--- src/rtl/tile_pkg.sv ---
// tile_pkg: shared definitions for the 2bpp 8x8 tile format.
// The pixel -> (byte, bit) mapping lives here so the encoder and the display
// decoder use exactly one definition of it.
//   byte_offset(row, col) : byte within the 16-byte tile holding pixel (row, col)
//   pixel_offset(row_lo)  : bit position of the pixel's low plane; high plane is +4
package tile_pkg;

  localparam int unsigned TILE_BYTES  = 16;
  localparam int unsigned TILE_PIXELS = 64;
  localparam int unsigned PIX_W       = 2;

  typedef enum logic [1:0] {
    FILL  = 2'd0,
    DRAIN = 2'd1,
    DONE  = 2'd2
  } enc_state_t;

  // Bottom half of the tile (row 4..7) occupies bytes 0..7, top half bytes 8..15;
  // columns run right-to-left within each half.
  function automatic logic [3:0] byte_offset(input logic [2:0] row, input logic [2:0] col);
    return {~row[2], ~col};
  endfunction

  // Only the low two row bits select the bit; row[2] already picked the byte half.
  function automatic logic [1:0] pixel_offset(input logic [1:0] row_lo);
    return row_lo;
  endfunction

endpackage

--- src/rtl/tile_pixel_map.sv ---
// tile_pixel_map: combinational raster position -> tile buffer location.
// Ports:
//   row, col   in  3  pixel position within the 8x8 tile
//   byte_ofs   out 4  destination byte in the tile buffer
//   pixel_ofs  out 2  bit of the low colour plane (high plane at pixel_ofs+4)
module tile_pixel_map
  import tile_pkg::*;
(
  input  logic [2:0] row,
  input  logic [2:0] col,
  output logic [3:0] byte_ofs,
  output logic [1:0] pixel_ofs
);

  always_comb begin
    byte_ofs  = byte_offset(row, col);
    pixel_ofs = pixel_offset(row[1:0]);
  end

endmodule

--- src/rtl/tile_encoder.sv ---
// tile_encoder: packs a raster stream of 64 2-bit pixels into a 16-byte 2bpp
// tile and writes the bytes, in order 0..15, to tile RAM.
// Ports:
//   clk, rst_n            clock, asynchronous active-low reset
//   pix_valid/pix_ready   pixel handshake; pix_data is the 2-bit colour index
//   tile_idx              destination tile, sampled with pixel 0
//   wr_valid/wr_ready     byte write handshake to tile RAM
//   wr_addr, wr_data      {tile_idx_q, byte_cnt} and the packed byte
//   tile_done             one-cycle pulse after the last byte is accepted
//   busy                  low only when idle in FILL with no pixels collected
module tile_encoder
  import tile_pkg::*;
#(
  parameter int unsigned TILE_IDX_W = 8
) (
  input  logic                  clk,
  input  logic                  rst_n,
  input  logic                  pix_valid,
  output logic                  pix_ready,
  input  logic [PIX_W-1:0]      pix_data,
  input  logic [TILE_IDX_W-1:0] tile_idx,
  output logic                  wr_valid,
  input  logic                  wr_ready,
  output logic [TILE_IDX_W+3:0] wr_addr,
  output logic [7:0]            wr_data,
  output logic                  tile_done,
  output logic                  busy
);

  enc_state_t            state;
  logic [5:0]            pix_cnt;
  logic [3:0]            byte_cnt;
  logic [TILE_IDX_W-1:0] tile_idx_q;
  logic [7:0]            tile_buf [TILE_BYTES];

  logic [3:0] byte_ofs;
  logic [1:0] pixel_ofs;
  logic       pix_accept;
  logic       wr_accept;

  tile_pixel_map u_map (
    .row       (pix_cnt[5:3]),
    .col       (pix_cnt[2:0]),
    .byte_ofs  (byte_ofs),
    .pixel_ofs (pixel_ofs)
  );

  assign pix_accept = pix_valid && pix_ready;
  assign wr_accept  = wr_valid && wr_ready;

  // Address/data come straight from flops (buffer, counter, latched index),
  // so they hold steady across wr_ready stalls; forced to zero when not writing.
  assign wr_addr = wr_valid ? {tile_idx_q, byte_cnt} : '0;
  assign wr_data = wr_valid ? tile_buf[byte_cnt] : '0;
  assign busy    = !(state == FILL && pix_cnt == '0);

  always_ff @(posedge clk or negedge rst_n) begin
    if (!rst_n) begin
      state      <= FILL;
      pix_cnt    <= '0;
      byte_cnt   <= '0;
      tile_idx_q <= '0;
      pix_ready  <= 1'b0;
      wr_valid   <= 1'b0;
      tile_done  <= 1'b0;
      for (int unsigned i = 0; i < TILE_BYTES; i++) begin
        tile_buf[i] <= '0;
      end
    end else begin
      // pix_ready is low throughout DRAIN, so accepts only occur in FILL or DONE;
      // a DONE accept is pixel 0 of the next tile.
      if (pix_accept) begin
        tile_buf[byte_ofs][{1'b0, pixel_ofs}] <= pix_data[0];
        tile_buf[byte_ofs][{1'b1, pixel_ofs}] <= pix_data[1];
        pix_cnt <= pix_cnt + 6'd1;
        if (pix_cnt == '0) begin
          tile_idx_q <= tile_idx;
        end
      end

      case (state)
        FILL: begin
          pix_ready <= 1'b1;
          if (pix_accept && pix_cnt == 6'd63) begin
            state     <= DRAIN;
            pix_ready <= 1'b0;
            wr_valid  <= 1'b1;
          end
        end
        DRAIN: begin
          if (wr_accept) begin
            byte_cnt <= byte_cnt + 4'd1;
            if (byte_cnt == 4'd15) begin
              state     <= DONE;
              wr_valid  <= 1'b0;
              tile_done <= 1'b1;
              pix_ready <= 1'b1;
              for (int unsigned i = 0; i < TILE_BYTES; i++) begin
                tile_buf[i] <= '0;
              end
            end
          end
        end
        DONE: begin
          state     <= FILL;
          tile_done <= 1'b0;
        end
        default: begin
          state <= FILL;
        end
      endcase
    end
  end

endmodule

--- config.mk ---
export PLATFORM = sky130hd
export DESIGN_NAME = tile_encoder
export DESIGN_NICKNAME = d
export VERILOG_FILES = /design/src/rtl/tile_pkg.sv /design/src/rtl/tile_pixel_map.sv /design/src/rtl/tile_encoder.sv
export SDC_FILE = /design/constraint.sdc
export NUM_CORES = 1
export LEC_CHECK = 0
export BUFFER_PORTS_ARGS = -buffer_cell sky130_fd_sc_hd__buf_2
export CORE_AREA = 10 10 126 128
export CTS_BUF_LIST = sky130_fd_sc_hd__clkbuf_4 sky130_fd_sc_hd__clkbuf_8 sky130_fd_sc_hd__clkbuf_16
export CTS_CLUSTER_SIZE = 24
export DETAILED_ROUTE_END_ITERATION = 6
export DIE_AREA = 0 0 136 138
export PLACE_DENSITY = 0.88
export REMOVE_ABC_BUFFERS = 1
export SLEW_MARGIN = 15
export SYNTH_ARGS = -nofsm -noshare
export SYNTH_HDL_FRONTEND = slang
export SYNTH_SLANG_ARGS = --single-unit
--- constraint.sdc ---
create_clock -name clk -period 2.1 [get_ports clk]
set_input_delay 0.42 -clock clk [delete_from_list [all_inputs] [get_ports clk]]
set_output_delay 0.42 -clock clk [all_outputs]
set_load 0.05 [all_outputs]
; ---- Word level (Yosys, flattened, before mapping)
; Index checks and enable logic that the tools add are counted.
[totals]
reg_bits = 151
latch_bits = 0
ram_bits = 0
rom_bits = 0
in_bits = 14
out_inout_bits = 24
elab_cells = 93
memories = 0
[classes]
addsub = 2
multipliers = 0
div_mod_pow = 0
n_lt_le_gt_ge = 7
n_eq_ne = 7
shift = 0
muxes = 32
n_bitwise = 4
reduce_logical = 18
[op_table]
columns = op, n
row1 = 128-bit two-way mux, 4
row2 = 128-bit bitwise mux, 2
row3 = 8-bit demux with 4-bit select, 2
row4 = 8-bit binary-select mux with 4-bit select, 1
row5 = 8-bit two-way mux, 4
row6 = 12-bit two-way mux, 1
row7 = "5-bit >= comparator, second input constant", 2
row8 = 4-bit inverter with 5-bit output, 2
row9 = 3-bit AND reduction, 3
row10 = 1-bit two-way mux, 8
row11 = 1-bit logical AND, 7
row12 = "6-bit by 1-bit adder with 6-bit output, second input constant", 1
row13 = "6-bit equality test, second input constant", 1
row14 = 6-bit logical NOT, 1
row15 = 2-bit two-way mux, 3
row16 = 1-bit case mux with 2 select lines, 3
row17 = "5-bit by 1-bit less-than comparator with 1-bit output, second input constant", 1
row18 = "4-bit by 1-bit adder with 4-bit output, second input constant", 1
row19 = 1-bit demux with 2-bit select, 2
row20 = "4-bit equality test, second input constant", 1
row21 = "2-bit by 4-bit less-than comparator with 1-bit output, second input constant", 1
row22 = "3-bit by 4-bit less-than comparator with 1-bit output, second input constant", 1
row23 = 4-bit two-way mux, 1
row24 = "2-bit != test, second input constant", 2
row25 = other kinds (13), 15

; ---- Logic depth before layout (Yosys ltp)
; Gate-level depths: netlist of the first run.
[logic_depth]
ltp_word = 12
ltp_mapped = 7
depth_no_buf = 6

; ---- Modules after synthesis
; A second synthesis of the first run with hierarchy kept.
[hier_totals]
hier_cells = 865
hier_area_um2 = 8045.2
[modules_own_cells]
columns = mod, n_inst, cells_each, area_each_um2, seq_area_each_um2
row1 = tile_encoder, 1, 859, 8015.2, 3778.6
row2 = tile_pixel_map, 1, 6, 30.0, 0.0

; ---- Least setup slack after synthesis of the first run
; Ideal clock, no wire load.
[synth_timing]
kind = reg-to-output
start = register wr_valid
end = output port wr_data[3]
arrival_ns = 2.211
required_time_ns = 1.680
path_slack_ns = -0.531
path_stages_with_launch = 6
path_buffers = 1
cell_sequence = dfrtp_1 > buf_4 > nand2_1 > clkinv_1 > a22oi_1 > o211ai_1
[synth_between]
elab_chain_len = 1
[synth_rtl]
columns = element, line_no
row1 = from (decl), tile_encoder.sv:22  ; output logic wr_valid,
row2 = from (signal assigned), tile_encoder.sv:64  ; wr_valid <= 1'b0;
row3 = from (signal assigned), tile_encoder.sv:87  ; wr_valid <= 1'b1;
row4 = from (signal assigned), tile_encoder.sv:95  ; wr_valid <= 1'b0;
row5 = 8-bit two-way mux, tile_encoder.sv:54  ; assign wr_data = wr_valid ? tile_buf[byte_cnt] : '0;
row6 = to (decl), tile_encoder.sv:25  ; output logic [7:0] wr_data,
; Every way passes these cells.

; ---- Worst setup path after layout of the first run
[layout_timing]
start = register byte_cnt[0]
end = output port wr_data[3]
[layout_between]
elab_chain_len = 5
[layout_rtl]
columns = element, line_no
row1 = from (decl), tile_encoder.sv:32  ; logic [3:0] byte_cnt;
row2 = from (signal assigned), tile_encoder.sv:92  ; byte_cnt <= byte_cnt + 4'd1;
row3 = 4-bit inverter with 5-bit output (not written as such), tile_encoder.sv:54
row4 = 8-bit binary-select mux with 4-bit select, tile_encoder.sv:54
row5 = 8-bit two-way mux (not written as such) (2 in a row), tile_encoder.sv:54
row6 = 8-bit two-way mux, tile_encoder.sv:54
; Every way passes these cells. The select of a mux whose other input is x is not followed.

==> flow_metrics.py, run 1 <==
metrics = {
    "worst_setup_path": {
        "reg2reg_slack_ns": 0.14,
        "startpoint_type": "register",
        "timing.rr.start": "byte_cnt[0]",
        "cp.arrival_ns": 2.12,
        "worstReg2RegEnd": "tile_buf[35]",
        "reg2regPathDepth": 8,
        "worstPathMaxFanout": 6,
        "cp.required_ns": 1.68,
        "crit_type": "register to output port",
        "endpoint_kind": "output port",
    },
    "clock_tree": {
        "clk_latency_ns": 0.43,
        "h-tree-depth": 4,
        "cts_sinks": 151,
        "clock_tree.root_cell": "clkbuf_16",
        "clk_pin_slew_ns": 0.06,
        "clock_path_buffers": 2,
        "cts_made_buffers": 17,
        "cts_tree": "done",
    },
    "drt": {
        "drtIter0Drc": 882,
        "vias": 6805,
        "avgRoutedWirePerCell_um": 19.5,
        "drt_first_pass_iters": 6,
        "drc": 0,
        "viasPerCell": 6.28,
        "routed_wl_mm": 21.1,
        "ant_nets": 0,
    },
    "worst_hold_path": {
        "whs_path_depth": 2,
        "hold_path_end": "tile_idx_q[7]",
        "hp-start": "tile_idx[7]",
        "hold_class": "input port to register",
    },
    "sta": {
        "fin_crit_ns": 2.54,
        "worst_pin_slew_ns": 0.591,
        "relSlewSlack": 0.605,
        "rsz0062_at_grt": "yes",
        "hold_violations": 0,
        "timing.fmax_ghz": 0.393,
        "whs_ns": 0.224,
        "finalMaxSlewViolations": 0,
        "setup_viol_count_final": 8,
        "post-route-worst-setup-slack_ns": -0.443,
        "period_share": 1.21,
        "skew_ns": 0.0137,
    },
    "layout": {
        "regArea_um2": 3780,
        "multi_input_area_um2": 3790,
        "n_fill_cell": 937,
        "final_util": 0.687,
        "final_common_cell": "nand2_1",
        "syn_to_final_growth_pct": 14.7,
        "final_cell_mix": "nand2_1, dfrtp_1, a21oi_1",
        "drive_gt1_frac": 0.184,
        "fin_nets": 909,
        "stdcell_area_um2": 9280,
    },
    "place": {
        "hpwlAfterDp_mm": 13.3,
        "placed_cell_area_um2": 8390,
        "place_congestion": 0.902,
        "port_buffers": 37,
    },
    "global_route": {
        "grt_pass1_vias": 6497,
        "grt.total_usage": 0.223,
        "grt_pass1_wl_mm": 33.9,
        "grt_antenna_before_repair": 1,
        "overflow": 0,
        "grt_start_max_net_pins": 65,
    },
    "floorplan": {
        "die_w_um": 136,
        "boundaryPins": 38,
        "chipHeight_um": 138,
        "start_util": 0.599,
        "row_count": 43,
        "die_area_um2": 18800,
        "core_area_um2": 13500,
    },
    "synth": {
        "synth-seq-area-share": 0.467,
        "async_reset_ff_frac": 1.00,
        "syn_inst": 871,
        "synth_area_leaders": "dfrtp_1, a21oi_1, nand2_1",
        "synthFlopType": "dfrtp_1",
        "ys_warn_count": 0,
        "syn_area_um2": 8090,
        "synth_seq_cells": 151,
        "yosysTopAreaCellShare": 0.467,
        "synth_cell_types": 53,
        "synth_enable_flop_cells": 0,
        "avgSynthCellArea_um2": 9.29,
        "yosysTopAreaCell": "dfrtp_1",
    },
    "pwr": {
        "p_leak_nw": 3.85,
        "vdd_drop_max_v": 0.00107,
        "pwr_density_cell_nw_per_um2": 1180,
    },
    "run": {
        "max_cap_viol_count": 0,
    },
    "status": {
        "failed_checks": "negative setup slack",
        "outcome": "complete, but fails checks",
    },
}
==> synth_stat cells, types with 2 or more instances <==
| cell | count |
|---|---|
| a21oi_1 | 132 |
| a221oi_1 | 3 |
| nor2b_1 | 3 |
| buf_1 | 2 |
| nand2_1 | 167 |
| and4b_1 | 2 |
| buf_6 | 19 |
| o211ai_1 | 7 |
| clkbuf_1 | 30 |
| nor2_1 | 55 |
| o21ai_0 | 98 |
| a22oi_1 | 4 |
| o21ai_1 | 3 |
| buf_4 | 8 |
| nand3_1 | 44 |
| a22oi_2 | 3 |
| xnor2_1 | 7 |
| and4_1 | 2 |
| nor3b_2 | 4 |
| buf_2 | 22 |
| dfrtp_1 | 151 |
| nand3b_1 | 8 |
| ha_1 | 5 |
| and2_1 | 12 |
| mux4_1 | 9 |
| inv_1 | 3 |
| mux2_2 | 8 |
| mux2i_1 | 23 |
| clkinv_1 | 2 |
| nand4_1 | 2 |
| mux4_2 | 11 |
==> state kept, by name, indices dropped and copies added (netlist names) <==
name        count
tile_buf      128
pix_ready       1
wr_valid        1
tile_idx_q      8
byte_cnt        4
state           2
pix_cnt         6
tile_done       1
==> what timing repair did <==
action | 4_1_cts | 5_1_grt
resized for setup | 27 | 12
setup endpoints to repair | 9 | 13
hold endpoints to repair | 34 | 0
pin swaps | 1 | 3
hold buffers | 1 | 0
gates cloned | 0 | 1
buffers inserted | 4 | 2
==> power by group <==
group          switching [mW]  internal, mW  leakage [nW]  total (mW)
Combinational            1.64          1.17          1.49        2.81
Clock                    1.16          2.49         0.350        3.66
Sequential              0.689          3.82          2.01        4.51
Total                    3.49          7.49          3.85        11.0
==> area by class of cell <==
cell class,instances,area share
Timing Repair Buffer,83,0.0799
Tap cell,180,0.0243
Clock buffer,23,0.0534
Antenna cell,1,0.000270
Inverter,6,0.00297
Sequential cell,151,0.408
Multi-Input combinational cell,631,0.408
Clock inverter,8,0.0232
==> per-layer routing <==
layer  track usage  vias to the layer above  wire [um]
li1              -                     3059          -
met1         0.287                     3267       7940
met2         0.347                      429      10400
met3        0.0696                       50       2280
met4        0.0785                        0        509
met5             0                        -          0
==> cell families (layout without fill, tap and decap cells) <==
kind of cell | count (synthesis) | in the layout | synth area share
mux | 51 | 51 | 0.0994
xor+xnor | 8 | 8 | 0.00866
fa+ha+maj | 5 | 5 | 0.00773
buf+inv | 89 | 120 | 0.0685
flops | 151 | 151 | 0.467
simple gates | 310 | 310 | 0.178
other cells | 0 | 1 | 0
compound gates | 257 | 257 | 0.171
==> metrics by stage <==
| stage | total power, mW | setup WS [ns] | TNS (ns) | std cells |
|---|---|---|---|---|
| 2_1_floorplan | 6.10 | -1.13 | -152.40 | 788 |
| 3_3_place_gp | 6.97 | -0.0549 | -0.147 | 1043 |
| 3_5_place_dp | 7.11 | -0.0661 | -0.282 | 1043 |
| 4_1_cts | 10.9 | -0.408 | -3.05 | 1079 |
| 5_1_grt | 11.5 | -0.494 | -3.75 | 1083 |
| 6_report | 11.0 | -0.443 | -3.07 | 1083 |
==> how the worst max path moves through the flow <==
stage	from	end	slack, ns	cells after the start
detailed placement	byte_cnt[0]	wr_data[3]	-0.07	5
CTS	byte_cnt[0]	wr_data[3]	-0.41	6
global route	byte_cnt[0]	wr_data[3]	-0.49	6
global placement	byte_cnt[0]	wr_data[4]	-0.05	5
finish	byte_cnt[0]	wr_data[3]	-0.44	6
floorplan	byte_cnt[1]	state[1]	-1.13	4
==> critical path: stages, from the launching register on <==
cell and delay, ns:
dfrtp_2 0.38, buf_8 0.15, buf_4 0.15, mux4_1 0.55, nand2_1 0.10, o211ai_1 0.14, buf_4 0.23
(Power assumes the default switching activity.)
==> run 2: changes to the inputs <==
--- a/config.mk
+++ b/config.mk
@@ -6,12 +6,12 @@
 export NUM_CORES = 1
 export LEC_CHECK = 0
 export BUFFER_PORTS_ARGS = -buffer_cell sky130_fd_sc_hd__buf_2
-export CORE_AREA = 10 10 126 128
+export CORE_AREA = 10 10 123 125
 export CTS_BUF_LIST = sky130_fd_sc_hd__clkbuf_4 sky130_fd_sc_hd__clkbuf_8 sky130_fd_sc_hd__clkbuf_16
 export CTS_CLUSTER_SIZE = 24
 export DETAILED_ROUTE_END_ITERATION = 6
-export DIE_AREA = 0 0 136 138
-export PLACE_DENSITY = 0.88
+export DIE_AREA = 0 0 133 135
+export PLACE_DENSITY = 0.91
 export REMOVE_ABC_BUFFERS = 1
 export SLEW_MARGIN = 15
 export SYNTH_ARGS = -nofsm -noshare
==> constraint.sdc (replaced) <==
create_clock -name clk -period 2.94 [get_ports clk]
set_input_delay 0.588 -clock clk [delete_from_list [all_inputs] [get_ports clk]]
set_output_delay 0.588 -clock clk [all_outputs]
set_load 0.05 [all_outputs]
==> run 2 against run 1 <==
Effect of this change:
- the flow now finishes without violations
- combinational power decreased by 32%
- sequential power shrank 27%
- sequential share of layout area rose by 1.8 points
- first-iteration DRC count rose by 23%
- critical path depth unchanged
- sequential cell count is the same
- worst setup slack improved by 0.55 ns
- total power fell by 32%
- cell area decreased by 4.3%
- largest power group unchanged
- highest routed layer unchanged
==> flow_metrics.py, run 2 (same netlist as run 1, synthesis figures left out) <==
metrics = {
    "status": {
        "outcome": "complete, no violations",
    },
    "worst_setup_path": {
        "startpoint_type": "register",
        "crit_chain": "buf_4, and2_4, a221oi_1, o21ai_1, nand2_1, buf_2",
        "cp.required_ns": 2.35,
        "critPathTopFamily": "flip-flops",
        "cp.arrival_ns": 2.24,
        "critical_path_buf_inv_count": 2,
        "worstPathMaxFanout": 10,
        "cpMaxStageDelayCell": "dfrtp_4",
        "crit_path_max_incr_delay_ns": 0.53,
        "crit_type": "register to output port",
        "endpoint_kind": "output port",
    },
    "sta": {
        "worst_pin_slew_ns": 0.860,
        "relSlewSlack": 0.424,
        "finalMaxSlewViolations": 0,
        "skew_ns": 0.00860,
        "hold_violations": 0,
        "period_share": 0.963,
        "setup_tns_ns": 0,
        "timing.fmax_ghz": 0.353,
        "setup_viol_count_final": 0,
        "fin_crit_ns": 2.83,
        "post-route-worst-setup-slack_ns": 0.109,
        "rsz0062_at_grt": "no",
    },
    "global_route": {
        "grt_antenna_before_repair": 0,
        "use_met3": 0.0527,
        "grt_pass1_wl_mm": 35.9,
        "gr-usage-met2": 0.405,
        "met1_usage": 0.307,
        "grt_pass1_vias": 6788,
        "overflow": 0,
        "grt.total_usage": 0.248,
        "top_usage_layer": "met2",
        "grt_start_max_net_pins": 65,
    },
    "drt": {
        "drtIter0Drc": 1085,
        "drt_first_pass_iters": 7,
        "avgRoutedWirePerCell_um": 20.8,
        "viasPerCell": 6.68,
        "vias": 7049,
        "routed_wl_mm": 22.0,
        "ant_nets": 0,
        "drc": 0,
    },
    "layout": {
        "top_register": "tile_buf",
        "final_cell_mix": "nand2_1, dfrtp_1, a21oi_1",
        "largestRegisters": "tile_buf (128), tile_idx_q (8), pix_cnt (6)",
        "final_common_cell": "nand2_1",
        "drive_gt1_frac": 0.152,
        "syn_to_final_growth_pct": 9.81,
        "largest_register_ff_count": 128,
        "final_cell_count_no_fill": 1056,
        "fin_nets": 890,
        "final_util": 0.707,
        "diodes": 0,
    },
    "place": {
        "place_congestion": 0.926,
        "dpl.cell_count": 1015,
        "hpwlAfterDp_mm": 13.7,
        "port_buffers": 37,
        "place_ws_ns": 0.327,
    },
    "pwr": {
        "pwr_density_cell_nw_per_um2": 840,
        "fin_total_pwr_mw": 7.46,
        "vdd_drop_max_v": 0.000408,
        "p_leak_nw": 3.70,
    },
    "floorplan": {
        "die_w_um": 133,
        "core_area_um2": 12600,
        "row_count": 41,
        "start_util": 0.644,
        "die_area_um2": 18000,
        "boundaryPins": 38,
        "chipHeight_um": 135,
    },
    "clock_tree": {
        "cts_sinks": 151,
        "clk_latency_ns": 0.43,
        "h-tree-depth": 4,
        "clock_path_buffers": 2,
        "clk_pin_slew_ns": 0.06,
        "cts_made_buffers": 17,
        "clock_tree.root_cell": "clkbuf_16",
        "cts_tree": "done",
    },
    "worst_hold_path": {
        "hold_class": "input port to async pin",
    },
    "run": {
        "max_cap_viol_count": 0,
    },
}
[run 2: per-layer routing]
layer,vias to the layer above,part of all wire
li1,3029,-
met1,3383,0.37
met2,529,0.48
met3,108,0.11
met4,0,0.046
met5,-,0
[run 2: worst paths after layout]
check,slack [ns],end,start,depth (start not counted)
worst max-delay path,0.11,wr_data[1],byte_cnt[0],6
worst min-delay path,0.09,tile_idx_q[0],rst_n,1
worst max register to register,0.50,tile_buf[86],byte_cnt[0],7
worst min register to register,0.46,state[0],state[1],1
max in group asynchronous,2.15,tile_buf[60],rst_n,2
min in group clk,0.39,tile_idx_q[2],tile_idx[2],2
[run 2: report_power, final]
group | total (mW) | leakage (nW) | internal, mW | switching, mW
sequential | 3.27 | 2.01 | 2.73 | 0.541
clock | 2.28 | 0.314 | 1.45 | 0.832
combinational | 1.91 | 1.37 | 0.730 | 1.18
[run 2: final cells by class]
type                            instances  area (um^2)
Clock buffer                           24          503
Sequential cell                       151         3780
Fill cell                             861         3680
Inverter                                6         23.8
Tap cell                              172          215
Timing Repair Buffer                   64          474
Clock inverter                          8          119
Multi-Input combinational cell        631         3760
[run 2: worst register-to-register path, stage by stage (launching register included)]
cell	delay [ns]
dfrtp_4	0.53
buf_4	0.22
ha_1	0.25
nand3_1	0.20
or2_1	0.22
clkinv_2	0.37
buf_12	0.34
a21oi_1	0.22
[run 2: metrics by stage]
stage                     instance area [um^2]  hold WS (ns)
after floorplan                           7560         0.292
after global placement                    8180         0.455
after detailed placement                  8180         0.455
after CTS                                 8820        0.0983
after global routing                      8880         0.121
final                                     8880        0.0915
[run 2: repair_timing]
item,4_1_cts,5_1_grt
endpoints found under the setup margin,8,8
buffers inserted,1,8
hold buffers,0,0
gates resized for setup,3,3
